## config.mk

```make
export PLATFORM = sky130hd
export DESIGN_NAME = pwm_level_bank
export DESIGN_NICKNAME = d
export VERILOG_FILES = /design/src/rtl/pwm_pkg.sv /design/src/rtl/pwm_dead_time_ch.sv /design/src/rtl/pwm_level_bank.sv
export SDC_FILE = /design/constraint.sdc
export NUM_CORES = 1
export LEC_CHECK = 0
export BUFFER_PORTS_ARGS = -buffer_cell sky130_fd_sc_hd__buf_4
export CAP_MARGIN = 5
export CORE_AREA = 2 2 186 188
export DETAILED_ROUTE_END_ITERATION = 10
export DIE_AREA = 0 0 188 190
export GPL_ROUTABILITY_DRIVEN = 0
export GPL_TIMING_DRIVEN = 0
export PLACE_DENSITY = 0.76
export SETUP_SLACK_MARGIN = 0.02
export SLEW_MARGIN = 10
export SYNTH_ARGS = -nofsm -noshare
export SYNTH_HDL_FRONTEND = slang
export SYNTH_SLANG_ARGS = --single-unit
```

## constraint.sdc

```tcl
create_clock -name MClk -period 8.73 [get_ports MClk]
set_input_delay 0.4365 -clock MClk [delete_from_list [all_inputs] [get_ports MClk]]
set_output_delay 0.4365 -clock MClk [all_outputs]
set_load 0.05 [all_outputs]
```

## src/rtl/pwm_pkg.sv

```systemverilog
// Shared types and small helpers for the level-shifted PWM bank.
package pwm_pkg;

  typedef enum logic [1:0] {IDLE, DIV, LIMITS, RUN} bank_state_e;

  // Complementary gate pair {low side, high side} for a pre-dead-time level.
  function automatic logic [1:0] gatePair(input logic p);
    return {~p, p};
  endfunction

  // Counter width able to hold 0..n-1.
  function automatic int cntWidth(input int n);
    return (n <= 1) ? 1 : $clog2(n);
  endfunction

endpackage

```

## src/rtl/pwm_dead_time_ch.sv

```systemverilog
// One dead-timed complementary channel: any edge on P blanks both gates for
// DeadTime cycles before the pair follows P again.
module pwm_dead_time_ch
  import pwm_pkg::*;
#(
  parameter int DT_WIDTH = 8
) (
  input  logic                MClk,
  input  logic                Rst,
  input  logic                Run,
  input  logic                P,
  input  logic [DT_WIDTH-1:0] DeadTime,
  output logic [1:0]          Gate
);

  logic                pPrev;
  logic                wasRun;
  logic [DT_WIDTH-1:0] cnt;

  always_ff @(posedge MClk or posedge Rst) begin
    if (Rst) begin
      pPrev  <= 1'b0;
      wasRun <= 1'b0;
      cnt    <= '0;
      Gate   <= 2'b00;
    end else begin
      pPrev  <= P;
      wasRun <= Run;
      if (!Run) begin
        Gate <= 2'b00;
        cnt  <= '0;
      end else if ((P != pPrev) || !wasRun) begin
        // Entering RUN is treated like an edge so the first drive is dead-timed too.
        if (DeadTime == '0) begin
          Gate <= gatePair(P);
        end else begin
          Gate <= 2'b00;
          cnt  <= DeadTime - 1'b1;
        end
      end else if (cnt != '0) begin
        cnt  <= cnt - 1'b1;
        Gate <= 2'b00;
      end else begin
        Gate <= gatePair(P);
      end
    end
  end

endmodule

```

## src/rtl/pwm_level_bank.sv

```systemverilog
// N-level level-shifted carrier PWM bank: divides full scale into bands, runs
// one triangle carrier offset into each band and dead-times each level's gate pair.
module pwm_level_bank
  import pwm_pkg::*;
#(
  parameter int BIT_WIDTH   = 16,
  parameter int LEVEL_COUNT = 4,
  parameter int DT_WIDTH    = 8
) (
  input  logic                     MClk,
  input  logic                     Rst,
  input  logic                     Enable,
  input  logic [BIT_WIDTH-1:0]     PWMMaxCount,
  input  logic [BIT_WIDTH-1:0]     StepSize,
  input  logic [BIT_WIDTH-1:0]     InterleaveOffset,
  input  logic [DT_WIDTH-1:0]      DeadTimeCount,
  input  logic [BIT_WIDTH-1:0]     Compare,
  input  logic                     CompareValid,
  output logic [2*LEVEL_COUNT-1:0] S,
  output logic                     Ready,
  output logic                     CarrierSync,
  output logic                     CfgError
);

  localparam int DCW = cntWidth(BIT_WIDTH);
  localparam int LCW = cntWidth(LEVEL_COUNT);
  localparam logic [BIT_WIDTH:0]   DIVISOR   = (BIT_WIDTH+1)'(LEVEL_COUNT);
  localparam logic [BIT_WIDTH-1:0] DIVISOR_W = BIT_WIDTH'(LEVEL_COUNT);

  bank_state_e                            state;
  logic [BIT_WIDTH-1:0]                   divQuo, divRem, band, acc;
  logic [BIT_WIDTH-1:0]                   stepReg, offsetReg, triCnt, shadow, active;
  logic [DT_WIDTH-1:0]                    dtReg;
  logic [DCW-1:0]                         divCnt;
  logic [LCW-1:0]                         lvlIdx;
  logic [LEVEL_COUNT-1:0][BIT_WIDTH-1:0]  lower;
  logic                                   dirDown;
  logic [LEVEL_COUNT-1:0]                 pLvl;
  logic                                   run;

  // Restoring divide step: shift in the next dividend bit, subtract if it fits.
  logic [BIT_WIDTH:0]   remShift;
  logic                 remGe;
  logic [BIT_WIDTH-1:0] remNext, quoNext;
  assign remShift = {divRem, divQuo[BIT_WIDTH-1]};
  assign remGe    = remShift >= DIVISOR;
  assign remNext  = remGe ? (remShift[BIT_WIDTH-1:0] - DIVISOR_W) : remShift[BIT_WIDTH-1:0];
  assign quoNext  = {divQuo[BIT_WIDTH-2:0], remGe};

  logic [BIT_WIDTH:0]   triSum;
  logic [BIT_WIDTH-1:0] bandTop, shadowNext;
  logic                 upHit, dnHit;
  assign triSum     = {1'b0, triCnt} + {1'b0, stepReg};
  assign bandTop    = band - 1'b1;
  assign upHit      = triSum >= {1'b0, bandTop};
  assign dnHit      = triCnt <= stepReg;
  assign shadowNext = CompareValid ? Compare : shadow;
  assign run        = (state == RUN) && Enable;

  always_ff @(posedge MClk or posedge Rst) begin
    if (Rst) begin
      state       <= IDLE;
      divQuo      <= '0;
      divRem      <= '0;
      band        <= '0;
      acc         <= '0;
      stepReg     <= '0;
      offsetReg   <= '0;
      triCnt      <= '0;
      shadow      <= '0;
      active      <= '0;
      dtReg       <= '0;
      divCnt      <= '0;
      lvlIdx      <= '0;
      lower       <= '0;
      dirDown     <= 1'b0;
      Ready       <= 1'b0;
      CarrierSync <= 1'b0;
      CfgError    <= 1'b0;
    end else begin
      CarrierSync <= 1'b0;
      if (CompareValid) shadow <= Compare;
      if (!Enable) begin
        state    <= IDLE;
        Ready    <= 1'b0;
        CfgError <= 1'b0;
      end else begin
        case (state)
          IDLE: if (!CfgError) begin
            divQuo    <= PWMMaxCount;
            divRem    <= '0;
            divCnt    <= '0;
            stepReg   <= StepSize;
            offsetReg <= InterleaveOffset;
            dtReg     <= DeadTimeCount;
            state     <= DIV;
          end
          DIV: begin
            divQuo <= quoNext;
            divRem <= remNext;
            divCnt <= divCnt + 1'b1;
            if (divCnt == DCW'(BIT_WIDTH-1)) begin
              if (quoNext == '0) begin
                CfgError <= 1'b1;
                state    <= IDLE;
              end else begin
                band   <= quoNext;
                acc    <= '0;
                lvlIdx <= '0;
                state  <= LIMITS;
              end
            end
          end
          LIMITS: begin
            lower[lvlIdx] <= acc;
            acc           <= acc + band;
            lvlIdx        <= lvlIdx + 1'b1;
            if (lvlIdx == LCW'(LEVEL_COUNT-1)) begin
              triCnt  <= (offsetReg > bandTop) ? bandTop : offsetReg;
              dirDown <= 1'b0;
              // First period uses the pending shadow rather than a stale value.
              active  <= shadowNext;
              state   <= RUN;
            end
          end
          RUN: begin
            Ready <= 1'b1;
            if (!dirDown) begin
              if (upHit) begin
                triCnt  <= bandTop;
                dirDown <= 1'b1;
              end else begin
                triCnt <= triSum[BIT_WIDTH-1:0];
              end
            end else if (dnHit) begin
              triCnt      <= '0;
              dirDown     <= 1'b0;
              active      <= shadowNext;
              CarrierSync <= 1'b1;
            end else begin
              triCnt <= triCnt - stepReg;
            end
          end
          default: state <= IDLE;
        endcase
      end
    end
  end

  for (genvar k = 0; k < LEVEL_COUNT; k++) begin : gLvl
    logic [BIT_WIDTH:0] carrier;
    assign carrier = {1'b0, lower[k]} + {1'b0, triCnt};
    assign pLvl[k] = {1'b0, active} > carrier;

    pwm_dead_time_ch #(.DT_WIDTH(DT_WIDTH)) uCh (
      .MClk     (MClk),
      .Rst      (Rst),
      .Run      (run),
      .P        (pLvl[k]),
      .DeadTime (dtReg),
      .Gate     (S[2*k+1:2*k])
    );
  end

endmodule

```

==> impl_metrics.toml, run 1 <==
[synth]
ys.flop_type = "dfrtp_1"
async_flop_share_pct = 100.0
yosysSeqAreaShare_pct = 34.22
postSynthCellCount = 2106
ys_types = 76
syn_avg_cell_area_sq_um = 9.479
synth_area_sq_um = 19960
ys_seq_elements = 273
yosys_warnings = 0
synth.top_cell.area_share_pct = 34.22
synth_top_cell_by_area = "dfrtp_1"
ys_top_cells_by_area = "dfrtp_1 (34%), ha_1 (14%), mux2_2 (8.6%)"
synth_nets = 2413
synth_edf_count = 0

[setup_path]
cp-end-kind = "register"
regToRegSetupSlack_ns = 2.47
arrival_ns = 6.65
worst_setup_path_start_kind = "register"
criticalPathCategory = "register to register"
cp_max_fo = 13
cp.required_ns = 9.12

[final_layout]
drive_gt1_share_pct = 14.74
antenna_cells = 0
area_growth_pct = 12.03
fin_area_sq_um = 22360
fin_nets = 2536

[timing]
fmax_ghz = 0.1597
post-route-min-period_ns = 6.262
post-route-period-util_pct = 71.73
worst_pin_slew_ns = 0.9858
skew_ns = 0.01171
finalWorstSetupSlack_ns = 2.468
max_slew_margin_pct = 33.84
rsz0062_at_grt = "no"
maxSlewViolCount = 0
hold_viol_final = 0
setup_viol = 0

[grt]
grtUsageTotal_pct = 29.85
first_global_vias = 16900
grt_pass1_wl_mm = 85.57
gr-total-overflow = 0
antenna_found_initial = 0
grt_max_degree = 105

[floorplanning]
dieArea_sq_um = 35720
pin_count = 87
fp.dieH_microns = 190
start_util_pct = 58.81
core_area_sq_um = 33950
core.rowCount = 68
die_w_microns = 188

[clock_tree]
htree_levels = 2
clock_latency_ns = 0.54
cts_setup_buffers = 0
cts_max_path_buffers = 3
postCtsHoldBufs = 0
clkSlewWorstSetupHoldPaths_ns = 0.06
clockRootBuffer = "clkbuf_16"
cts_tree = "done"
cts_num_sinks = 273
numCtsBuffers = 34
cts_resized = 0

[route]
first_pass_iters = 5
finalWirelength_mm = 52.87
vias_per_cell = 6.286
wl_per_cell_microns = 19.52
postRouteAntennaNets = 0
num_vias = 17020
drt-initial-drc-count = 1266
drc = 0

[run_status]
status = "complete, no violations"

[pwr]
p_per_area_nw_per_um2 = 299.1
ir_worst_vdd_mv = 0.2684
p_total_w = 0.006689
p_leak_nw = 10.55

[placement]
port_buffers = 85
dpl-instance-area_sq_um = 21230
dp_hpwl_mm = 40.48
preCtsSetupSlack_ns = 2.514

[min_path]
min_path_type = "input port to asynchronous set/reset pin"

[job]
cap_violations = 0
## stage by stage
stage | TNS [ns] | hold WS [ns] | instances | util [%]
finish | 0 | 0.03976 | 2708 | 65.88
global route | 0 | 0.1008 | 2708 | 65.88
CTS | 0 | 0.05321 | 2708 | 65.88
detailed placement | 0 | 0.4761 | 2648 | 62.55
global placement | -612.33 | 0.4632 | 2646 | 62.36
floorplan | 0 | 0.4421 | 2106 | -
## placed cells by master, fill, tap and decap left out, drive strengths merged, types with 8 or more instances in the layout
cell	count
dfrtp	273
ha	224
nand2	159
mux2	152
a21oi	142
nor2	133
o21ai	126
clkbuf	105
buf	97
inv	95
nor3	70
xnor2	66
xor2	54
nand3	47
mux2i	44
a21o	37
o31ai	28
or3	26
nand4	24
a31oi	24
nand2b	23
nor4	22
o21a	22
a211oi	21
o211ai	19
and2	19
and3	18
nor2b	15
o22ai	15
o21bai	12
clkinv	12
or4	11
o221a	8
a2111oi	8
## worst paths after layout
path | cells past startpoint | to | startpoint
worst min register to register | 2 | divRem[15] | divRem[15]
worst max-delay path | 19 | gLvl[1].uCh.cnt[5] | triCnt[1]
worst min-delay path | 2 | divQuo[8] | Rst
worst max register to register | 19 | gLvl[1].uCh.cnt[5] | triCnt[1]
max in group asynchronous | 4 | shadow[10] | Rst
min in group MClk | 2 | offsetReg[8] | InterleaveOffset[8]
## kinds of logic (layout without fill, tap and decap cells)
| family | count (synthesis) | in the layout | share of synthesized area, % |
|---|---|---|---|
| flip-flops | 273 | 273 | 34.22 |
| adder cells (fa/ha/maj) | 231 | 231 | 14.74 |
| XOR/XNOR | 120 | 120 | 5.265 |
| buffers and inverters | 164 | 311 | 3.234 |
| multiplexers | 196 | 196 | 10.78 |
| AND/OR/NAND/NOR | 593 | 593 | 14.60 |
| AO/OA/AOI/OAI | 529 | 529 | 17.16 |
## critical path, cell delays in order, from the launching register on
cell and delay [ns]:
dfrtp_1 0.87, ha_1 0.36, a21oi_1 0.17, o211ai_1 0.15
o31ai_1 0.27, o21ai_0 0.18, o41ai_1 0.63, o21bai_1 0.14
a21oi_1 0.22, xor2_1 0.11, ha_1 0.32, nand4_1 0.13
or4_1 0.61, a31o_2 0.27, a41o_1 0.27, a211o_1 0.39
mux2i_1 0.43, buf_4 0.28, mux2i_1 0.20, a31oi_1 0.09
## cells in the mapped netlist (all sizes together), types with 8 or more instances
cell       n
or3       26
clkbuf    57
o21ai    126
buf       10
a211oi    21
o21bai    12
a21oi    142
a2111oi    8
nand3     47
a31oi     24
nor2b     15
nor4      22
dfrtp    273
ha       224
nor3      70
xnor2     66
o21a      22
inv       95
o22ai     15
o31ai     28
mux2     152
nor2     133
o221a      8
nand2    159
a21o      37
nand2b    23
and2      19
o211ai    19
xor2      54
and3      18
or4       11
nand4     24
mux2i     44
## layout make-up
class | instances | area, sq um
timing repair buffer | 87 | 693.2
clock inverter | 12 | 136.4
fill | 2730 | 11580
clock buffer | 48 | 994.7
multi-input combinational | 1669 | 12490
buffer | 67 | 281.5
sequential | 273 | 6832
inverter | 97 | 371.6
tap | 455 | 569.3
## sequential cells by signal, summed over array words and instances (netlist names), 2 cells and up
name / cells
acc: 16
active: 16
band: 16
divCnt: 4
divQuo: 16
divRem: 16
dtReg: 8
gLvl.uCh.Gate: 8
gLvl.uCh.cnt: 32
gLvl.uCh.pPrev: 4
lower: 64
lvlIdx: 2
offsetReg: 16
shadow: 16
state: 2
stepReg: 16
triCnt: 16
## per-layer routing
| layer | routed length, microns | global-route usage (%) | vias to the layer above |
|---|---|---|---|
| li1 | - | - | 7999 |
| met1 | 22330 | 37.87 | 8237 |
| met2 | 24830 | 50.30 | 636 |
| met3 | 3236 | 4.021 | 150 |
| met4 | 2474 | 14.90 | 0 |
| met5 | 0 | 0 | - |
## where the power goes
part           total [W]  switching (W)  internal, W  leakage, nW
Sequential       0.00187       0.000381      0.00149         3.60
Combinational    0.00339        0.00199      0.00140         6.39
Clock            0.00143       0.000569     0.000857        0.562
Total            0.00669        0.00294      0.00375         10.5
Note: power is estimated with default switching activity, not from simulation.
==> run 2: changes to the inputs <==
ABC_AREA = 1   (was unset)
CORE_AREA = 2 2 185 187   (was 2 2 186 188)
DIE_AREA = 0 0 187 189   (was 0 0 188 190)
clock period = 6.52 ns   (was 8.73 ns; I/O delays follow)
==> run 2 against run 1 <==
Against the previous run:
- clock skew increased by 0.014 ns
- core utilization increased by 3.2 points
- via count increased by 8.5%
- hold slack got worse by 0.0037 ns
- area after synthesis decreased by 0.60%
- sequential share of layout area decreased by 0.83 points
- wire length increased by 5.8%
- sequential power increased by 51%
- power increased by 67%
- synthesized cell count increased by 22%
- sequential cell count unchanged
==> impl_metrics.toml, run 2 <==
[floorplanning]
pin_count = 87
start_util_pct = 59.63
core.rowCount = 67
die_w_microns = 187
fp.dieH_microns = 189
dieArea_sq_um = 35340
core_area_sq_um = 33280

[clock_tree]
cts_num_sinks = 273
clock_latency_ns = 0.61
cts_setup_buffers = 0
cts_tree = "done"
cts_max_path_buffers = 3
numCtsBuffers = 31
htree_levels = 1
clkSlewWorstSetupHoldPaths_ns = 0.06
cts_resized = 0
clockRootBuffer = "clkbuf_16"

[timing]
worst_pin_slew_ns = 1.020
post-route-period-util_pct = 77.71
fmax_ghz = 0.1974
hold_viol_final = 0
setup_tns_ns = 0
post-route-min-period_ns = 5.067
setup_viol = 0
rsz0062_at_grt = "no"
maxSlewViolCount = 0
max_slew_margin_pct = 32.03
skew_ns = 0.02596

[synth]
synth_area_sq_um = 19840
ys_top_cells_by_count = "nand2_1 (653), inv_1 (280), dfrtp_1 (273), o21ai_0 (249), ha_1 (224)"
yosysMostFrequentCell = "nand2_1"
synth_nets = 2873
async_flop_share_pct = 100.0
ys_seq_elements = 273
synth_top_cell_by_area = "dfrtp_1"
yosys_warnings = 0
yosysSeqAreaShare_pct = 34.43
ys.flop_type = "dfrtp_1"
postSynthCellCount = 2566
synth.top_cell.area_share_pct = 34.43
syn_avg_cell_area_sq_um = 7.733
synth_edf_count = 0
ys_types = 58
ys_top_cells_by_area = "dfrtp_1 (34%), ha_1 (14%), nand2_1 (12%)"

[final_layout]
area_growth_pct = 15.86
regMostFlops = "lower"
largest_reg_flops = 64
multi_input_area_sq_um = 11600
most-common-layout-cells = "nand2_1 (653), inv_1 (279), dfrtp_1 (273), o21ai_0 (249), ha_1 (224)"
final_util_pct = 69.08
antenna_cells = 0
top_regs = "lower x64, gLvl.uCh.cnt x32"
regArea_sq_um = 6832
final_common_cell = "nand2_1"
drive_gt1_share_pct = 8.474
fillers = 2674
fin_nets = 3070

[route]
vias_per_cell = 5.713
wl_per_cell_microns = 17.31
drc = 0
drt-initial-drc-count = 1462
postRouteAntennaNets = 0
num_vias = 18470
finalWirelength_mm = 55.95
first_pass_iters = 6

[grt]
global_route.usage.met3_pct = 4.096
gr-total-overflow = 0
grt_pass1_wl_mm = 91.52
grtUsageTotal_pct = 31.87
grt_use_met2_pct = 54.13
grt_use_met1_pct = 40.42
first_global_vias = 18500
grt.busiest_layer = "met2"
grt_max_degree = 38
antenna_found_initial = 0

[placement]
dp_hpwl_mm = 42.59
port_buffers = 84

[setup_path]
cp_max_fo = 13
cp.required_ns = 6.99
crit_buf_inv = 1
cp-end-kind = "register"
cpMaxStageDelayCell = "dfrtp_1"
cpMostUsedCell = "nand2_1"
worst_setup_path_start_kind = "register"
arrival_ns = 5.54
criticalPathCategory = "register to register"
crit_family = "simple AND/OR/NAND/NOR gates"
cp_slowest_stage_delay_ns = 0.69

[min_path]
min_path_type = "input port to register"

[pwr]
p_int_w = 0.005645
p_per_area_nw_per_um2 = 485.5
p_leak_nw = 11.64
p_total_w = 0.01116
p_switching_w = 0.005517
p_comb_share_pct = 58.3
power_frac_clock_pct = 16.5
p_seq_share_pct = 25.3
sw_frac_of_total_pct = 49.43
ir_worst_vdd_mv = 0.4492

[run_status]
status = "complete, no violations"

[job]
cap_violations = 0
## run 2: worst register-to-register path: cells and delay by family (launching register included)
| family | cells | cell delay [ns] |
|---|---|---|
| simple gates | 20 | 2.46 |
| fa+ha+maj | 2 | 0.74 |
| buf+inv | 1 | 0.23 |
| flops | 1 | 0.69 |
| compound gates | 4 | 0.75 |
| xor+xnor | 1 | 0.07 |
## run 2: worst paths after layout
kind                           start            endpoint  slack [ns]  depth (start not counted)
hold reg to reg            lower[22]           lower[22]        0.49                          2
max in group asynchronous        Rst           divRem[1]        4.63                          8
setup reg to reg           triCnt[1]  gLvl[2].uCh.cnt[1]        1.45                         28
hold / removal                Enable            CfgError        0.04                          2
setup / recovery           triCnt[1]  gLvl[2].uCh.cnt[1]        1.45                         28
min in group asynchronous        Rst           shadow[3]        0.36                          3
## run 2: final cells by class
cell class	instances	share of cell area (%)
multi-input cells	1936	50.47
flip-flops and latches	273	29.71
repair buffers	164	6.574
inverters	288	4.718
clock buffers	41	3.886
well taps	448	2.438
plain buffers	69	1.426
clock inverters	14	0.7728
## run 2: kinds of logic (layout without fill, tap and decap cells)
logic type	count (synthesis)	count (layout)	share of synthesized area [%]
simple gates	1010	1010	21.45
flops	273	273	34.43
buf+inv	357	576	7.100
xor+xnor	142	142	6.267
mux	16	16	0.9079
fa+ha+maj	231	231	14.83
compound gates	537	537	15.02
## run 2: timing repair
item	in CTS	in global routing
hold buffers	72	0
setup endpoints to repair	0	0
endpoints found under the hold margin	96	0
## run 2: metrics by stage
| step | setup WS, ns | std cells | hold WS, ns | cell area (sq um) |
|---|---|---|---|---|
| after CTS | 1.555 | 3233 | 0.01777 | 22990 |
| after global placement | 0.9176 | 3098 | 0.4641 | 21040 |
| after detailed placement | 1.563 | 3106 | 0.4378 | 21200 |
| after floorplan | 2.585 | 2566 | 0.4426 | 19850 |
| after global routing | 1.053 | 3233 | 0.04029 | 22990 |
| final | 1.453 | 3233 | 0.03607 | 22990 |
## run 2: power groups by stage
| stage | registers [W] | clock network (W) | logic, W |
|---|---|---|---|
| after detailed placement | 0.00282 | 0 | 0.00630 |
| after global routing | 0.00287 | 0.00193 | 0.00734 |
| after CTS | 0.00280 | 0.00186 | 0.00639 |
| final | 0.00282 | 0.00184 | 0.00650 |
| after floorplan | 0.00256 | 0 | 0.00478 |
| after global placement | 0.00280 | 0 | 0.00604 |
## run 2: routing by layer
layer	part of all wire, %	vias up
met5	0	-
met4	5.4	0
met3	6.4	182
met2	47	659
met1	42	8740
li1	-	8890
==> run 3: changes to the inputs <==
clock period = 5.3 ns   (was 6.52 ns; I/O delays follow)
==> run 3 against run 2 <==
Against the previous run:
- sequential power grew 23%
- hold slack better by 0.13 ns
- clock power increased by 23%
- core utilization is 0.068 points higher
- sequential share of layout area about the same
- largest power group unchanged
==> impl_metrics.toml, run 3 (synthesized netlist as in run 2, its figures left out) <==
[grt]
gr-total-overflow = 0
first_global_vias = 18500
grt_max_degree = 38
grt_pass1_wl_mm = 91.64
antenna_found_initial = 0
grtUsageTotal_pct = 31.91

[setup_path]
worst_setup_path_start_kind = "register"
ff2ff_path_depth = 28
cpMaxStageDelayCell = "dfrtp_1"
cp.required_ns = 5.77
r2r-end = "gLvl[2].uCh.cnt[1]"
timing.rr.start = "triCnt[0]"
cp-end-kind = "register"
startpoint = "triCnt[0]"
cpMostUsedCell = "nand2_1"
cp_max_fo = 8
critPathCapture = "gLvl[2].uCh.cnt[1]"
cp_slowest_stage_delay_ns = 0.67
regToRegSetupSlack_ns = 0.34
criticalPathCategory = "register to register"
arrival_ns = 5.43

[final_layout]
area_growth_pct = 15.97
drive_gt1_share_pct = 8.540
top_regs = "lower x64, gLvl.uCh.cnt x32"
final_common_cell = "nand2_1"
regMostFlops = "lower"
fillers = 2672
largest_reg_flops = 64
fin_nets = 3072
antenna_cells = 0
most-common-layout-cells = "nand2_1 (653), inv_1 (279), dfrtp_1 (271), o21ai_0 (248), ha_1 (224)"

[job]
cap_violations = 0

[clock_tree]
cts_max_path_buffers = 3
cts_setup_buffers = 0
htree_levels = 1
cts_tree = "done"
clkSlewWorstSetupHoldPaths_ns = 0.06
clockRootBuffer = "clkbuf_16"
clock_latency_ns = 0.61
numCtsBuffers = 31
cts_num_sinks = 273

[placement]
port_buffers = 84
dp_hpwl_mm = 42.59

[timing]
worst_pin_slew_ns = 1.016
hold_viol_final = 0
fmax_ghz = 0.2016
post-route-min-period_ns = 4.961
setup_viol = 0
post-route-period-util_pct = 93.61
maxSlewViolCount = 0
skew_ns = 0.02252
whs_ns = 0.1629
rsz0062_at_grt = "no"
setup_tns_ns = 0
max_slew_margin_pct = 32.25

[route]
wl_per_cell_microns = 17.31
drt-initial-drc-count = 1478
first_pass_iters = 6
postRouteAntennaNets = 0
vias_per_cell = 5.716
finalWirelength_mm = 56.01
num_vias = 18490
drc = 0

[pwr]
p_comb_share_pct = 58.3
p_per_area_nw_per_um2 = 597.4
sw_frac_of_total_pct = 49.46
power_frac_clock_pct = 16.5
p_int_w = 0.006948
ir_worst_vdd_mv = 0.5482
p_switching_w = 0.006799
p_leak_nw = 11.64
p_seq_share_pct = 25.3

[run_status]
status = "complete, no violations"

[floorplanning]
core_area_sq_um = 33280
dieArea_sq_um = 35340
core.rowCount = 67
die_w_microns = 187
fp.dieH_microns = 189
pin_count = 87
start_util_pct = 59.63

[min_path]
min_path_type = "input port to register"
==> run 3: changes by cell type in the layout (fill, tap and decap cells not counted), sizes merged <==
cell         previous run  this run
dlygate4sd3            72        74
==> run 3: how the worst min path moves through the flow <==
| stage | slack, ns | from | depth (start not counted) | to |
|---|---|---|---|---|
| after floorplan | 0.38 | InterleaveOffset[11] | 2 | offsetReg[11] |
| final | 0.16 | CompareValid | 2 | shadow[2] |
| after CTS | 0.15 | CompareValid | 2 | shadow[2] |
| after detailed placement | 0.38 | Rst | 2 | shadow[3] |
| after global routing | 0.20 | CompareValid | 2 | shadow[4] |
| after global placement | 0.46 | gLvl[1].uCh.cnt[7] | 2 | gLvl[1].uCh.cnt[7] |
==> run 3: routing by layer <==
metal	wire length [microns]	GRT usage, %	vias to the layer above
met1	23230	40.47	8757
met4	2974	15.20	0
met3	3668	4.208	177
met5	0	0	-
li1	-	-	8895
met2	26140	54.26	662
==> run 3: area by class of cell <==
cell class	count	area [sq um]	area share [%]
Buffer	69	327.8	1.424
Clock inverter	14	177.7	0.7720
Inverter	288	1085	4.714
Sequential cell	273	6834	29.70
Clock buffer	41	893.4	3.882
Multi-Input combinational cell	1936	11600	50.42
Tap cell	448	560.5	2.436
Timing Repair Buffer	166	1531	6.655
==> run 3: critical path: cells and delay by family (launching register included) <==
family,cells,cell delay (ns)
compound gates,4,0.78
xor+xnor,1,0.07
fa+ha+maj,2,0.55
buf+inv,1,0.23
flops,1,0.67
simple gates,20,2.51
==> run 3: per-stage QoR <==
stage | worst slack [ns] | instance area, sq um | power, W | util [%] | cells
final | 0.3387 | 23010 | 0.01375 | 69.15 | 3235
after global routing | 0.04928 | 23010 | 0.01495 | 69.15 | 3235
after CTS | 0.3347 | 23010 | 0.01359 | 69.14 | 3235
after detailed placement | 0.3427 | 21200 | 0.01121 | 63.70 | 3106
after global placement | -0.2414 | 21040 | 0.01088 | 63.22 | 3098
after floorplan | 1.415 | 19850 | 0.009033 | - | 2566
==> run 3: what timing repair did <==
action / CTS / global route
hold endpoints to repair: 99 / 0
endpoints found under the setup margin: 0 / 22
gates resized for setup: 0 / 3
hold buffers: 74 / 0
==> run 3: power groups by stage <==
stage | Clock (W) | Combinational [W] | Sequential (W)
after floorplan | 0 | 0.00588 | 0.00316
after CTS | 0.00229 | 0.00787 | 0.00344
after global placement | 0 | 0.00743 | 0.00345
final | 0.00227 | 0.00801 | 0.00347
after detailed placement | 0 | 0.00775 | 0.00347
after global routing | 0.00238 | 0.00904 | 0.00353
